**src/rtl/regfile_panel_pkg.sv**
```systemverilog
// Shared types and constants for the register-file front-panel controller.
package regfile_panel_pkg;

   typedef enum logic [1:0] {
      CFG   = 2'd0,
      WDATA = 2'd1,
      PCNEW = 2'd2
   } step_t;

   localparam int MODE_LSB  = 11;
   localparam int WADDR_LSB = 4;
   localparam int WREG_BIT  = 1;
   localparam int WPC_BIT   = 0;
   localparam int SHOW_W    = 3;
   localparam logic [31:0] BLANK_WORD = 32'h8888_8888;

   // Successor of a step in the three-stage load sequence.
   function automatic step_t step_advance(input step_t s);
      step_t n;
      case (s)
         CFG:     n = WDATA;
         WDATA:   n = PCNEW;
         PCNEW:   n = CFG;
         default: n = CFG;
      endcase
      return n;
   endfunction

endpackage

```
**src/rtl/btn_debounce.sv**
```systemverilog
// Push-button conditioner: 2-FF synchroniser, stability counter and rising-edge press pulse.
module btn_debounce #(
   parameter int DEB_CYCLES = 1000000
) (
   input  logic clk,
   input  logic rst_n,
   input  logic btn,
   output logic level,
   output logic press
);

   localparam int CNT_W = $clog2(DEB_CYCLES + 1);
   localparam logic [CNT_W-1:0] CNT_MAX = CNT_W'(DEB_CYCLES);

   logic             sync1_r, sync2_r, prev_r;
   logic             level_r, level_q_r, ready_r, press_r;
   logic [CNT_W-1:0] cnt_r, cnt_next_s;
   logic             accept_s;

   // Count consecutive equal synchronised samples, saturating at CNT_MAX.
   always_comb begin
      cnt_next_s = cnt_r;
      if (sync2_r != prev_r) begin
         cnt_next_s = CNT_W'(1);
      end else if (cnt_r != CNT_MAX) begin
         cnt_next_s = cnt_r + CNT_W'(1);
      end else begin
         cnt_next_s = CNT_MAX;
      end
      accept_s = (cnt_next_s == CNT_MAX);
   end

   // A rise only counts once a released level has been accepted since reset,
   // so a button held through reset never produces a press.
   always_ff @(posedge clk or negedge rst_n) begin
      if (!rst_n) begin
         sync1_r   <= 1'b0;
         sync2_r   <= 1'b0;
         prev_r    <= 1'b0;
         cnt_r     <= {CNT_W{1'b0}};
         level_r   <= 1'b0;
         level_q_r <= 1'b0;
         ready_r   <= 1'b0;
         press_r   <= 1'b0;
      end else begin
         sync1_r   <= btn;
         sync2_r   <= sync1_r;
         prev_r    <= sync2_r;
         cnt_r     <= cnt_next_s;
         level_r   <= accept_s ? sync2_r : level_r;
         ready_r   <= ready_r | (accept_s & ~sync2_r);
         level_q_r <= level_r;
         press_r   <= level_r & ~level_q_r & ready_r;
      end
   end

   assign level = level_r;
   assign press = press_r;

endmodule

```
**src/rtl/regfile_panel_ctrl.sv**
```systemverilog
// Front-panel controller: debounced buttons load config/data words from the switches,
// strobe register-file write/clear, and step a snapshot display over read ports and PC.
module regfile_panel_ctrl
   import regfile_panel_pkg::*;
#(
   parameter int DATA_W     = 32,
   parameter int ADDR_W     = 4,
   parameter int MODE_W     = 5,
   parameter int N_RD       = 3,
   parameter int DEB_CYCLES = 1000000
) (
   input  logic                     clk,
   input  logic                     Rst_n,
   input  logic [DATA_W-1:0]        sw,
   input  logic                     btn_arm,
   input  logic                     btn_load,
   input  logic                     btn_commit,
   input  logic                     btn_clr,
   input  logic                     btn_show,
   input  logic [N_RD*DATA_W-1:0]   r_data,
   input  logic [DATA_W-1:0]        pc_data,
   output logic [N_RD*ADDR_W-1:0]   r_addr,
   output logic [MODE_W-1:0]        mode,
   output logic [ADDR_W-1:0]        w_addr,
   output logic                     write_reg,
   output logic                     write_pc,
   output logic [DATA_W-1:0]        w_data,
   output logic [DATA_W-1:0]        pc_new,
   output logic                     rf_wr,
   output logic                     rf_clr,
   output logic [DATA_W:0]          disp_data,
   output logic [DATA_W-1:0]        led
);

   if ((N_RD < 1) || (N_RD > 6) || (DATA_W < 32) || (MODE_W > 14) ||
       (N_RD * ADDR_W > DATA_W - 16)) begin : g_bad_params
      $error("regfile_panel_ctrl: unsupported parameter combination");
   end

   logic arm_lvl_s, load_press_s, commit_press_s, clr_press_s, show_press_s;
   logic arm_press_s, load_lvl_s, commit_lvl_s, clr_lvl_s, show_lvl_s;
   logic unused_lvl_s;

   btn_debounce #(.DEB_CYCLES(DEB_CYCLES)) u_arm (
      .clk(clk), .rst_n(Rst_n), .btn(btn_arm), .level(arm_lvl_s), .press(arm_press_s));
   btn_debounce #(.DEB_CYCLES(DEB_CYCLES)) u_load (
      .clk(clk), .rst_n(Rst_n), .btn(btn_load), .level(load_lvl_s), .press(load_press_s));
   btn_debounce #(.DEB_CYCLES(DEB_CYCLES)) u_commit (
      .clk(clk), .rst_n(Rst_n), .btn(btn_commit), .level(commit_lvl_s), .press(commit_press_s));
   btn_debounce #(.DEB_CYCLES(DEB_CYCLES)) u_clr (
      .clk(clk), .rst_n(Rst_n), .btn(btn_clr), .level(clr_lvl_s), .press(clr_press_s));
   btn_debounce #(.DEB_CYCLES(DEB_CYCLES)) u_show (
      .clk(clk), .rst_n(Rst_n), .btn(btn_show), .level(show_lvl_s), .press(show_press_s));

   assign unused_lvl_s = &{1'b0, arm_press_s, load_lvl_s, commit_lvl_s, clr_lvl_s, show_lvl_s};

   step_t                   step_r, step_next_s;
   logic [N_RD*ADDR_W-1:0]  r_addr_r, cfg_raddr_s;
   logic [MODE_W-1:0]       mode_r;
   logic [ADDR_W-1:0]       w_addr_r;
   logic                    write_reg_r, write_pc_r;
   logic [DATA_W-1:0]       w_data_r, pc_new_r;
   logic                    rf_wr_r, rf_clr_r;
   logic [DATA_W:0]         disp_r, disp_next_s;
   logic [SHOW_W-1:0]       show_idx_r, show_idx_next_s;
   logic [DATA_W-1:0]       blank_s, rd_sel_s, led_s;
   logic                    load_ok_s, commit_ok_s;

   // Clear wins over load and commit presses in the same cycle.
   assign load_ok_s   = load_press_s & arm_lvl_s & ~clr_press_s;
   assign commit_ok_s = commit_press_s & ~clr_press_s;

   for (genvar b = 0; b < DATA_W; b++) begin : g_blank
      assign blank_s[b] = BLANK_WORD[b % 32];
   end

   // Read-address fields are packed from the top of the switch word downwards.
   always_comb begin
      cfg_raddr_s = {(N_RD*ADDR_W){1'b0}};
      for (int i = 0; i < N_RD; i++) begin
         cfg_raddr_s[i*ADDR_W +: ADDR_W] = sw[DATA_W-1-i*ADDR_W -: ADDR_W];
      end
   end

   // Display source selection and show-index wrap.
   always_comb begin
      rd_sel_s = {DATA_W{1'b0}};
      for (int i = 0; i < N_RD; i++) begin
         rd_sel_s = (show_idx_r == SHOW_W'(i)) ? r_data[i*DATA_W +: DATA_W] : rd_sel_s;
      end
      if (show_idx_r < SHOW_W'(N_RD)) begin
         disp_next_s = {rd_sel_s, 1'b1};
      end else if (show_idx_r == SHOW_W'(N_RD)) begin
         disp_next_s = {pc_data, 1'b1};
      end else begin
         disp_next_s = {blank_s, 1'b0};
      end
      show_idx_next_s = (show_idx_r == SHOW_W'(N_RD + 1)) ? {SHOW_W{1'b0}}
                                                          : show_idx_r + SHOW_W'(1);
   end

   // Load-step next state.
   always_comb begin
      step_next_s = step_r;
      if (clr_press_s) begin
         step_next_s = CFG;
      end else if (load_ok_s) begin
         step_next_s = step_advance(step_r);
      end else begin
         step_next_s = step_r;
      end
   end

   // Load-step state register.
   always_ff @(posedge clk or negedge Rst_n) begin
      if (!Rst_n) begin
         step_r <= CFG;
      end else begin
         step_r <= step_next_s;
      end
   end

   // Loaded fields, strobes and display snapshot.
   always_ff @(posedge clk or negedge Rst_n) begin
      if (!Rst_n) begin
         r_addr_r    <= {(N_RD*ADDR_W){1'b0}};
         mode_r      <= {MODE_W{1'b0}};
         w_addr_r    <= {ADDR_W{1'b0}};
         write_reg_r <= 1'b0;
         write_pc_r  <= 1'b0;
         w_data_r    <= {DATA_W{1'b0}};
         pc_new_r    <= {DATA_W{1'b0}};
         rf_wr_r     <= 1'b0;
         rf_clr_r    <= 1'b0;
         disp_r      <= {blank_s, 1'b0};
         show_idx_r  <= {SHOW_W{1'b0}};
      end else begin
         rf_wr_r  <= commit_ok_s;
         rf_clr_r <= clr_press_s;
         if (load_ok_s) begin
            case (step_r)
               CFG: begin
                  r_addr_r    <= cfg_raddr_s;
                  mode_r      <= sw[MODE_LSB +: MODE_W];
                  w_addr_r    <= sw[WADDR_LSB +: ADDR_W];
                  write_reg_r <= sw[WREG_BIT];
                  write_pc_r  <= sw[WPC_BIT];
               end
               WDATA:   w_data_r <= sw;
               PCNEW:   pc_new_r <= sw;
               default: w_data_r <= w_data_r;
            endcase
         end
         if (show_press_s) begin
            disp_r     <= disp_next_s;
            show_idx_r <= show_idx_next_s;
         end
      end
   end

   // Status LEDs are straight taps of registered state.
   always_comb begin
      led_s              = {DATA_W{1'b0}};
      led_s[1:0]         = step_r;
      led_s[2]           = arm_lvl_s;
      led_s[13]          = write_pc_r;
      led_s[14]          = write_reg_r;
      led_s[15 +: MODE_W] = mode_r;
      led_s[31:29]       = show_idx_r;
   end

   assign r_addr    = r_addr_r;
   assign mode      = mode_r;
   assign w_addr    = w_addr_r;
   assign write_reg = write_reg_r;
   assign write_pc  = write_pc_r;
   assign w_data    = w_data_r;
   assign pc_new    = pc_new_r;
   assign rf_wr     = rf_wr_r;
   assign rf_clr    = rf_clr_r;
   assign disp_data = disp_r;
   assign led       = led_s;

endmodule
```
**config.mk**
```make
export PLATFORM = sky130hd
export DESIGN_NAME = regfile_panel_ctrl
export DESIGN_NICKNAME = d
export VERILOG_FILES = /design/src/rtl/regfile_panel_pkg.sv /design/src/rtl/btn_debounce.sv /design/src/rtl/regfile_panel_ctrl.sv
export SDC_FILE = /design/constraint.sdc
export NUM_CORES = 1
export LEC_CHECK = 0
export ABC_CLOCK_PERIOD_IN_PS = 4450
export CAP_MARGIN = 25
export CORE_UTILIZATION = 40
export CTS_CLUSTER_DIAMETER = 120
export DETAILED_ROUTE_END_ITERATION = 10
export PLACE_DENSITY = 0.72
export SETUP_SLACK_MARGIN = 0.2
export SLEW_MARGIN = 20
export SYNTH_ARGS = -nofsm -noshare
export SYNTH_HDL_FRONTEND = slang
export SYNTH_HIERARCHICAL = 1
export SYNTH_SLANG_ARGS = --single-unit
```
**constraint.sdc**
```tcl
create_clock -name clk -period 4.45 [get_ports clk]
set_input_delay 0.6675 -clock clk [delete_from_list [all_inputs] [get_ports clk]]
set_output_delay 0.6675 -clock clk [all_outputs]
set_load 0.02 [all_outputs]
```
==> results.md, run 1 <==
- Outcome: complete, no violations
- LEAKAGE: 7.59 nW
- # nets final: 1,689
- Worst R2R Path Depth: 8
- Setup TNS: 0 ns
- Via-to-Cell Ratio: 5.15
- CP cell instances: ha_1 -> nand3_1 -> nor2_1 -> and3_1 -> xnor2_1 -> nor4bb_1 -> or4b_4 -> mux2_4
- CTS tree: yes
- Gpl congestion: 0.908
- Crit path time final: 2.84 ns
- Clk buf depth: 3
- Sequential cell area: 0.00649 mm2
- Req. time, crit path: 4.89 ns
- Fill cell count: 2,781
- # rows: 66
- CP Launch Type: register
- Area delta synth->final: 32.4%
- CP arrival: 3.28 ns
- Max incr delay on CP: 0.53 ns
- Core Footprint: 0.0326 mm2
- Max_cap viols: 0
- Largest net degree at the start of global routing: 89
- Crit path kind: register to register
- CTS resizes: 0
- Worst Hold Class: primary input to async pin
- Max Clk Rate: 352 MHz
- Worst Path Max Fanout: 6
- Worst Setup End Kind: register
- Power per standard cell area: 324 mW/mm2
- Final period util: 63.9%
- Hpwl dp: 24,200 um
- DR pass1 iterations: 8
- Worst clock skew: 0.0103 ns
- Fin. Hold Viols: 0
- Leading cell type in the layout, fill and taps excluded: clkdlybuf4s50_1
- Syn. warnings: 6
- CTS buffer count: 29
- DP Cell Count: 1,918
- Clock Latency Late Sink: 0.55 ns
- Initial antenna violation count: 0
- Slew headroom: 35.1%
- Share of layout cells above drive strength 1: 13.5%
- CP max-delay cell: or4b_4
- Area of the multi-input gates: 0.00608 mm2
- Final wirelength: 33,800 um
- Largest register FFs: 33
- Post-synthesis cell count: 1,251
- Reg2Reg Launch Point: u_load/cnt_r[0]
- Final cell count without fillers: 1,973
- Actual slew at the worst max-slew pin: 0.974 ns
- PortBufs: 301
- Initial DRC count: 607
- Total gr overflow: 0
- Clk slew on worst S/H paths: 0.06 ns
- Syn Std Cell Area: 0.0133 mm2
- Htree depth: 1
- Most frequent cells in the layout: clkdlybuf4s50_1 (300), dfrtp_1 (250), nor2_1 (130), xnor2_1 (69), inv_1 (65)
- Die Ht: 184 um
- Synthesized area per cell: 10.6 um2
- Avg WL per Cell: 17.1 um
- Root buffer cell: clkbuf_16
- Slew Viols, Final: 0
- Starting Density: 40.8%
- Worst R2R Setup Slack: 1.61 ns
- Width of the die: 184 um
- R2R Path End: u_load/level
- Worst vdd ir: 0.000276 V
- Drt drc: 0
- Vias in the first global route: 9,953
- Ports: 321
- Total track usage: 19.7%
- Die footprint: 0.0340 mm2
- RSZ-0062 raised after global routing: false
- CTS Hold Bufs: 0
- Final setup viols: 0
- Global-route wire length before repair: 53,800 um
- Setup Fix Bufs, Post-CTS: 0
- Clock sinks: 259
- Via Count: 10,200
- Detail Route Antenna Nets: 0
worst max-delay path, delay by kind of cell, from the launching register on:
family | cells | cell delay, ns
xor gates and xnor gates | 1 | 0.15
adders and majority gates | 1 | 0.23
DFF | 1 | 0.42
muxes | 1 | 0.31
and+or+nand+nor | 5 | 1.63
report_power, final:
part | total (mW) | leakage (nW) | switching (mW) | internal [mW]
clock | 2.75 | 0.555 | 0.969 | 1.78
combinational | 0.495 | 3.58 | 0.240 | 0.255
sequential | 2.47 | 3.46 | 0.0632 | 2.41
how the worst max path moves through the flow:
stage,from,to,slack [ns],depth (start not counted)
2_1_floorplan,u_commit/cnt_r[0],u_commit/level,2.02,7
4_1_cts,u_load/cnt_r[0],u_load/level,1.62,8
3_3_place_gp,u_load/cnt_r[0],u_load/level,1.84,8
5_1_grt,u_load/cnt_r[0],u_load/level,1.38,8
3_5_place_dp,u_load/cnt_r[0],u_load/level,1.73,7
6_report,u_load/cnt_r[0],u_load/level,1.61,8
metrics by stage:
stage / util [%] / instance area, um2 / hold WS (ns) / setup slack [ns] / power (mW)
final: 54.1 / 17600 / 0.0848 / 1.61 / 5.72
after CTS: 54.0 / 17600 / 0.123 / 1.62 / 5.81
after global routing: 54.1 / 17600 / 0.142 / 1.38 / 5.96
after floorplan: - / 13400 / 0.331 / 2.02 / 2.74
after global placement: 50.6 / 16500 / 0.336 / 1.84 / 3.00
after detailed placement: 50.6 / 16500 / 0.336 / 1.73 / 3.01
metal layers:
| metal | GRT usage (%) | up-vias | wire length (um) |
|---|---|---|---|
| li1 | - | 4852 | - |
| met1 | 25.2 | 4961 | 14400 |
| met2 | 33.8 | 300 | 16500 |
| met3 | 3.62 | 51 | 2170 |
| met4 | 5.57 | 0 | 784 |
| met5 | 0 | - | 0 |
cell type report:
type                    count  area share, %
diodes                      1         0.0142
inverters                  65           1.38
repair buffers            315           17.8
well taps                 442           3.14
flip-flops and latches    259           36.8
clock buffers              40           4.75
clock inverters            14           1.64
multi-input cells         837           34.5
(Power assumes the default switching activity.)
==> run 2, diff against run 1 <==
- ABC_CLOCK_PERIOD_IN_PS: 4450 -> 2500
- PLACE_DENSITY: 0.72 -> 0.74
- clock period: 4.45 -> 2.5 ns (I/O delays scaled with it)
==> results.md, run 2 (synthesized netlist as in run 1, its figures left out) <==
- Global-route wire length before repair: 56,600 um (+5.1%)
- Slew headroom: 48.1% (+13 points)
- RSZ-0062 raised after global routing: true
- Slew Viols, Final: 0 (unchanged)
- Width of the die: 184 um (unchanged)
- Worst clock skew: 0.0161 ns (+0.00584 ns)
- Detail Route Antenna Nets: 0 (unchanged)
- Via Count: 10,600 (+4.4%)
- Ports: 321 (unchanged)
- Sequential cell area: 0.00653 mm2 (+0.56%)
- Largest net degree at the start of global routing: 73 (-18%)
- Final wirelength: 35,600 um (+5.5%)
- Via-to-Cell Ratio: 5.13 (-0.42%)
- Starting Density: 40.8% (unchanged)
- Most frequent cells in the layout: clkdlybuf4s50_1 (300), dfrtp_1 (221), nor2_1 (126), buf_4 (101), xnor2_1 (68)
- Clk buf depth: 3 (unchanged)
- Clock sinks: 259 (unchanged)
- Leading cell type in the layout, fill and taps excluded: clkdlybuf4s50_1
- Gpl congestion: 0.932 (+2.6%)
- Area of the multi-input gates: 0.00654 mm2 (+7.5%)
- Worst Setup End Kind: register
- Final setup viols: 0 (unchanged)
- Die Ht: 184 um (unchanged)
- Req. time, crit path: 2.94 ns (-1.95 ns)
- CP arrival: 2.92 ns (-0.36 ns)
- # nets final: 1,787 (+5.8%)
- Setup TNS: 0 ns (unchanged)
- Area delta synth->final: 41.7%
- Worst R2R Setup Slack: 0.02 ns (-1.59 ns)
- # rows: 66 (unchanged)
- Fin. Hold Viols: 0 (unchanged)
- Clk slew on worst S/H paths: 0.06 ns (about the same)
- Largest register FFs: 33 (unchanged)
- CTS tree: yes
- Power per standard cell area: 535 mW/mm2 (+65%)
- CP Launch Type: register
- Fin Hold WS: 0.273 ns (+0.188 ns)
- Fill cell count: 2,679 (-3.7%)
- Crit path kind: register to register
- DR pass1 iterations: 5 (-3)
- Core Footprint: 0.0326 mm2 (unchanged)
- Clock Latency Late Sink: 0.55 ns (about the same)
- Drt drc: 0 (unchanged)
- Die footprint: 0.0340 mm2 (unchanged)
- Actual slew at the worst max-slew pin: 0.778 ns (-0.196 ns)
- Hpwl dp: 25,700 um (+6.0%)
- Worst Hold Class: primary input to register
- Worst R2R Path Depth: 9 (+1)
- CTS buffer count: 29 (unchanged)
- Total track usage: 20.7% (+1.0 points)
- Max_cap viols: 0 (unchanged)
- Root buffer cell: clkbuf_16
- Outcome: complete, no violations
- Max Clk Rate: 403 MHz (+15%)
- LEAKAGE: 8.13 nW (+7.1%)
- Worst Path Max Fanout: 4 (-2)
- Initial antenna violation count: 0 (unchanged)
- Initial DRC count: 594 (-2.1%)
- Diode count: 0 (-1)
- PortBufs: 301 (unchanged)
- Avg WL per Cell: 17.2 um (+0.63%)
- Hold Crit Depth: 1
- Total gr overflow: 0 (unchanged)
- Final period util: 99.3% (+35 points)
- Htree depth: 1 (unchanged)
- Vias in the first global route: 10,800 (+8.0%)
- Share of layout cells above drive strength 1: 23.5% (+10 points)
- Crit path time final: 2.48 ns (-0.360 ns)
- Worst vdd ir: 0.000468 V (+69%)
-- run 2: repair_timing --
action / in CTS / in global routing
resized for setup: 34 / 35
endpoints found under the hold margin: 53 / 0
pin swaps: 22 / 25
hold buffers: 1 / 0
endpoints found under the setup margin: 8 / 9
buffers inserted: 20 / 15
gates cloned: 0 / 0
-- run 2: report_power, final --
group,internal (mW),total (mW),switching [mW]
registers,4.30,4.42,0.121
clock network,2.90,4.57,1.66
logic,0.594,1.11,0.521
-- run 2: path summary, 6_finish.rpt --
| path | from | to |
|---|---|---|
| setup / recovery | u_load/cnt_r[1] | u_load/level |
| hold / removal | btn_show | u_show/sync1_r |
| setup reg to reg | u_load/cnt_r[1] | u_load/level |
| hold reg to reg | u_show/sync1_r | u_show/sync2_r |
| max in group asynchronous | Rst_n | u_arm/cnt_r[2] |
| min in group asynchronous | Rst_n | u_show/cnt_r[3] |
-- run 2: layout make-up --
type                    instances  share of cell area [%]
clock buffers                  44                    4.62
clock inverters                 9                   0.921
inverters                      65                    1.29
multi-input cells             837                    34.6
flip-flops and latches        259                    34.6
well taps                     442                    2.93
repair buffers                413                    21.0
-- run 2: per-layer routing --
layer	vias up	GRT usage, %	part of all wire [%]
li1	5037	-	-
met4	0	6.50	2.9
met1	5253	26.3	42
met3	72	3.54	4.5
met5	-	0	0
met2	252	35.5	50
-- run 2: critical path: stages, from the launching register on --
cell      delay, ns
dfrtp_2        0.42
inv_2          0.07
ha_4           0.12
nor4bb_4       0.22
nand4_1        0.16
nor3_2         0.24
a31oi_1        0.08
nor4bb_1       0.27
or4b_4         0.50
mux2_4         0.30
-- run 2: metrics by stage --
| step | cell area, um2 | std cells | power [mW] | util [%] | setup slack [ns] |
|---|---|---|---|---|---|
| floorplan | 13600 | 1269 | 4.91 | - | 0.185 |
| global placement | 17300 | 1980 | 5.44 | 52.9 | -0.00967 |
| detailed placement | 17300 | 1980 | 5.46 | 52.9 | -0.0767 |
| CTS | 18600 | 2054 | 10.1 | 57.0 | 0.0697 |
| global route | 18900 | 2069 | 10.5 | 57.9 | -0.131 |
| finish | 18900 | 2069 | 10.1 | 57.9 | 0.0177 |
==> run 3, diff against run 2 <==
- CORE_MARGIN: default -> 2
- CORE_UTILIZATION: 40 -> 30
- PLACE_DENSITY: 0.74 -> 0.6
- SYNTH_HIERARCHICAL: 1 -> default
==> results.md, run 3 <==
- Post-synthesis cell count: 1,259 (+0.64%)
- Detail Route Antenna Nets: 0 (unchanged)
- Root buffer cell: clkbuf_16
- # rows: 76 (+15%)
- Synthesized flop and latch total: 259
- Gpl congestion: 0.887 (-4.8%)
- Crit path kind: register to register
- # nets final: 1,819 (+1.8%)
- Largest register FFs: 33 (unchanged)
- Clk buf depth: 3 (unchanged)
- Worst Setup End Kind: register
- Worst clock skew: 0.0160 ns (-0.000183 ns)
- Die footprint: 0.0447 mm2 (+31%)
- Outcome: finished with violations
- Final setup viols: 1 (+1)
- Synthesized area per cell: 10.3 um2 (-3.6%)
- Worst Hold Class: primary input to register
- Synth top area share: 48.6%
- Most frequent cell after synthesis: dfrtp_1
- R2R Path End: u_clr.level
- Dpl cell area: 0.0170 mm2 (-1.3%)
- CTS buffer count: 30 (+3.4%)
- Total gr overflow: 0 (unchanged)
- Synth async-reset ratio: 100%
- Max_cap viols: 0 (unchanged)
- Leading cell type in the layout, fill and taps excluded: clkdlybuf4s50_1
- Syn. warnings: 0 (-6)
- EDFF count, synth: 0
- Fill cell count: 4,014 (+50%)
- Largest net degree at the start of global routing: 62 (-15%)
- PortBufs: 301 (unchanged)
- CTS tree: yes
- Share of layout cells above drive strength 1: 22.9% (-0.65 points)
- Slew Viols, Final: 0 (unchanged)
- Die Ht: 212 um (+15%)
- Htree depth: 1 (unchanged)
- Worst Path Max Fanout: 4 (unchanged)
- Clk slew on worst S/H paths: 0.06 ns (about the same)
- Avg WL per Cell: 16.2 um (-5.9%)
- Vias in the first global route: 10,700 (-0.60%)
- Syn Std Cell Area: 0.0129 mm2 (-3.0%)
- Synth unique cells: 73
- Power per standard cell area: 552 mW/mm2 (+3.2%)
- Total track usage: 15.4% (-5.3 points)
- Width of the die: 212 um (+15%)
- Crit path time final: 2.52 ns (+0.0420 ns)
- Most frequent cells in the layout: clkdlybuf4s50_1 (300), dfrtp_1 (227), nor2_1 (188), buf_4 (109), mux2_2 (92)
- Clock sinks: 259 (unchanged)
- Worst Hold Endpoint: u_arm.sync1_r
- Design area: 0.0188 mm2 (-0.15%)
- CP Launch Type: register
- Final setup margin: -0.0243 ns (-0.0420 ns)
- Global-route wire length before repair: 56,200 um (-0.68%)
- Final cell count without fillers: 2,206 (+6.6%)
- Reg2Reg Launch Point: u_clr.cnt_r[0]
- Initial antenna violation count: 0 (unchanged)
- Hold path startpoint: btn_arm
- Diode count: 0 (unchanged)
- Clock Latency Late Sink: 0.57 ns (+0.02 ns)
- Worst vdd ir: 0.000512 V (+9.6%)
- Initial DRC count: 498 (-16%)
- CP arrival: 2.97 ns (+0.05 ns)
- RSZ-0062 raised after global routing: true
- Area delta synth->final: 45.9%
- Slew headroom: 59.1% (+11 points)
- Post-synth top cells: dfrtp_1 (251), nor2_1 (192), mux2_2 (93)
- Ys flop type: dfrtp_1
- DP Cell Count: 2,121 (+7.1%)
- Max Clk Rate: 396 MHz (-1.7%)
- DR pass1 iterations: 5 (unchanged)
- Final period util: 101% (+1.7 points)
- LEAKAGE: 8.02 nW (-1.4%)
- Largest cells by area after synthesis: dfrtp_1 (49%), mux2_2 (8.1%), nor2_1 (5.6%)
- Drt drc: 0 (unchanged)
- Hpwl dp: 25,900 um (+0.90%)
- Final wirelength: 35,800 um (+0.35%)
- Hold Crit Depth: 1 (unchanged)
- Failing checks: negative setup slack
- Tot Pwr: 10.4 mW (+3.0%)
- Area leader, netlist: dfrtp_1
- Worst R2R Setup Slack: -0.02 ns (-0.04 ns)
- Via Count: 10,700 (+1.1%)
- Req. time, crit path: 2.95 ns (about the same)
- Via-to-Cell Ratio: 4.86 (-5.2%)
- Ports: 321 (unchanged)
- Worst R2R Path Depth: 9 (unchanged)
- Sequential cell area fraction in the yosys report: 50.2%
- Core Footprint: 0.0428 mm2 (+31%)
- Fin. Hold Viols: 0 (unchanged)
- Actual slew at the worst max-slew pin: 0.614 ns (-0.165 ns)
- Starting Density: 30.2% (-11 points)
[run 3: cell families (layout without fill, tap and decap cells)]
group / count (synthesis) / count (layout) / share of synthesized area [%]
simple gates: 447 / 447 / 17.9
flops: 259 / 259 / 50.2
compound gates: 207 / 207 / 10.4
buf+inv: 134 / 517 / 4.89
xor+xnor: 99 / 99 / 6.71
mux: 97 / 97 / 8.46
fa+ha+maj: 15 / 15 / 1.45
other cells: 1 / 19 / 0.0290
[run 3: where the power goes]
part	switching, mW	internal [mW]
logic	0.509	0.598
registers	0.133	4.29
clock network	1.78	3.09
[run 3: metrics by stage]
| step | hold slack (ns) | setup slack, ns | setup TNS (ns) | utilization [%] |
|---|---|---|---|---|
| 2_1_floorplan | 0.0794 | 0.110 | 0 | - |
| 3_3_place_gp | 0.332 | -0.0378 | -0.0534 | 39.8 |
| 3_5_place_dp | 0.335 | -0.0841 | -0.143 | 39.8 |
| 4_1_cts | 0.210 | -0.00536 | -0.00536 | 43.1 |
| 5_1_grt | 0.221 | -0.134 | -0.182 | 44.0 |
| 6_report | 0.245 | -0.0243 | -0.0243 | 44.0 |
[run 3: how the worst max path moves through the flow]
stage	slack [ns]	startpoint	cells after the start	endpoint
2_1_floorplan	0.11	u_clr.cnt_r[10]	8	u_clr.level
3_3_place_gp	-0.04	u_clr.cnt_r[0]	9	u_clr.level
3_5_place_dp	-0.08	u_clr.cnt_r[0]	9	u_clr.level
4_1_cts	-0.005	u_clr.cnt_r[0]	9	u_clr.level
5_1_grt	-0.13	u_clr.cnt_r[0]	9	u_clr.level
6_report	-0.02	u_clr.cnt_r[0]	9	u_clr.level
[run 3: final cells by class]
cell class / count / area (um2) / share of cell area [%]
multi-input cells: 884 / 6340 / 33.6
clock buffers: 38 / 841 / 4.46
well taps: 546 / 683 / 3.62
repair buffers: 421 / 4030 / 21.4
flip-flops and latches: 259 / 6520 / 34.6
inverters: 41 / 154 / 0.816
clock inverters: 17 / 282 / 1.49
[run 3: timing repair]
action,in CTS,in global routing
hold buffers,1,0
setup buffers,10,19
setup endpoints to repair,8,8
pin swaps,9,19
gates resized for setup,47,54
endpoints found under the hold margin,56,0
[run 3: per-layer routing]
layer  vias up  routed length (um)  global-route usage, %
met3        51                1780                   2.94
met4         0                 754                   3.69
met1      5258               15700                   19.6
li1       5160                   -                      -
met2       258               17500                   26.9
met5         -                   0                      0
[run 3: critical path: stages (launching register included)]
cell      delay [ns]
dfrtp_1         0.42
inv_2           0.09
ha_1            0.13
nor4b_2         0.17
nand4_1         0.18
o32a_1          0.34
nor3_2          0.13
nand4b_1        0.11
or4_4           0.54
mux2_4          0.30
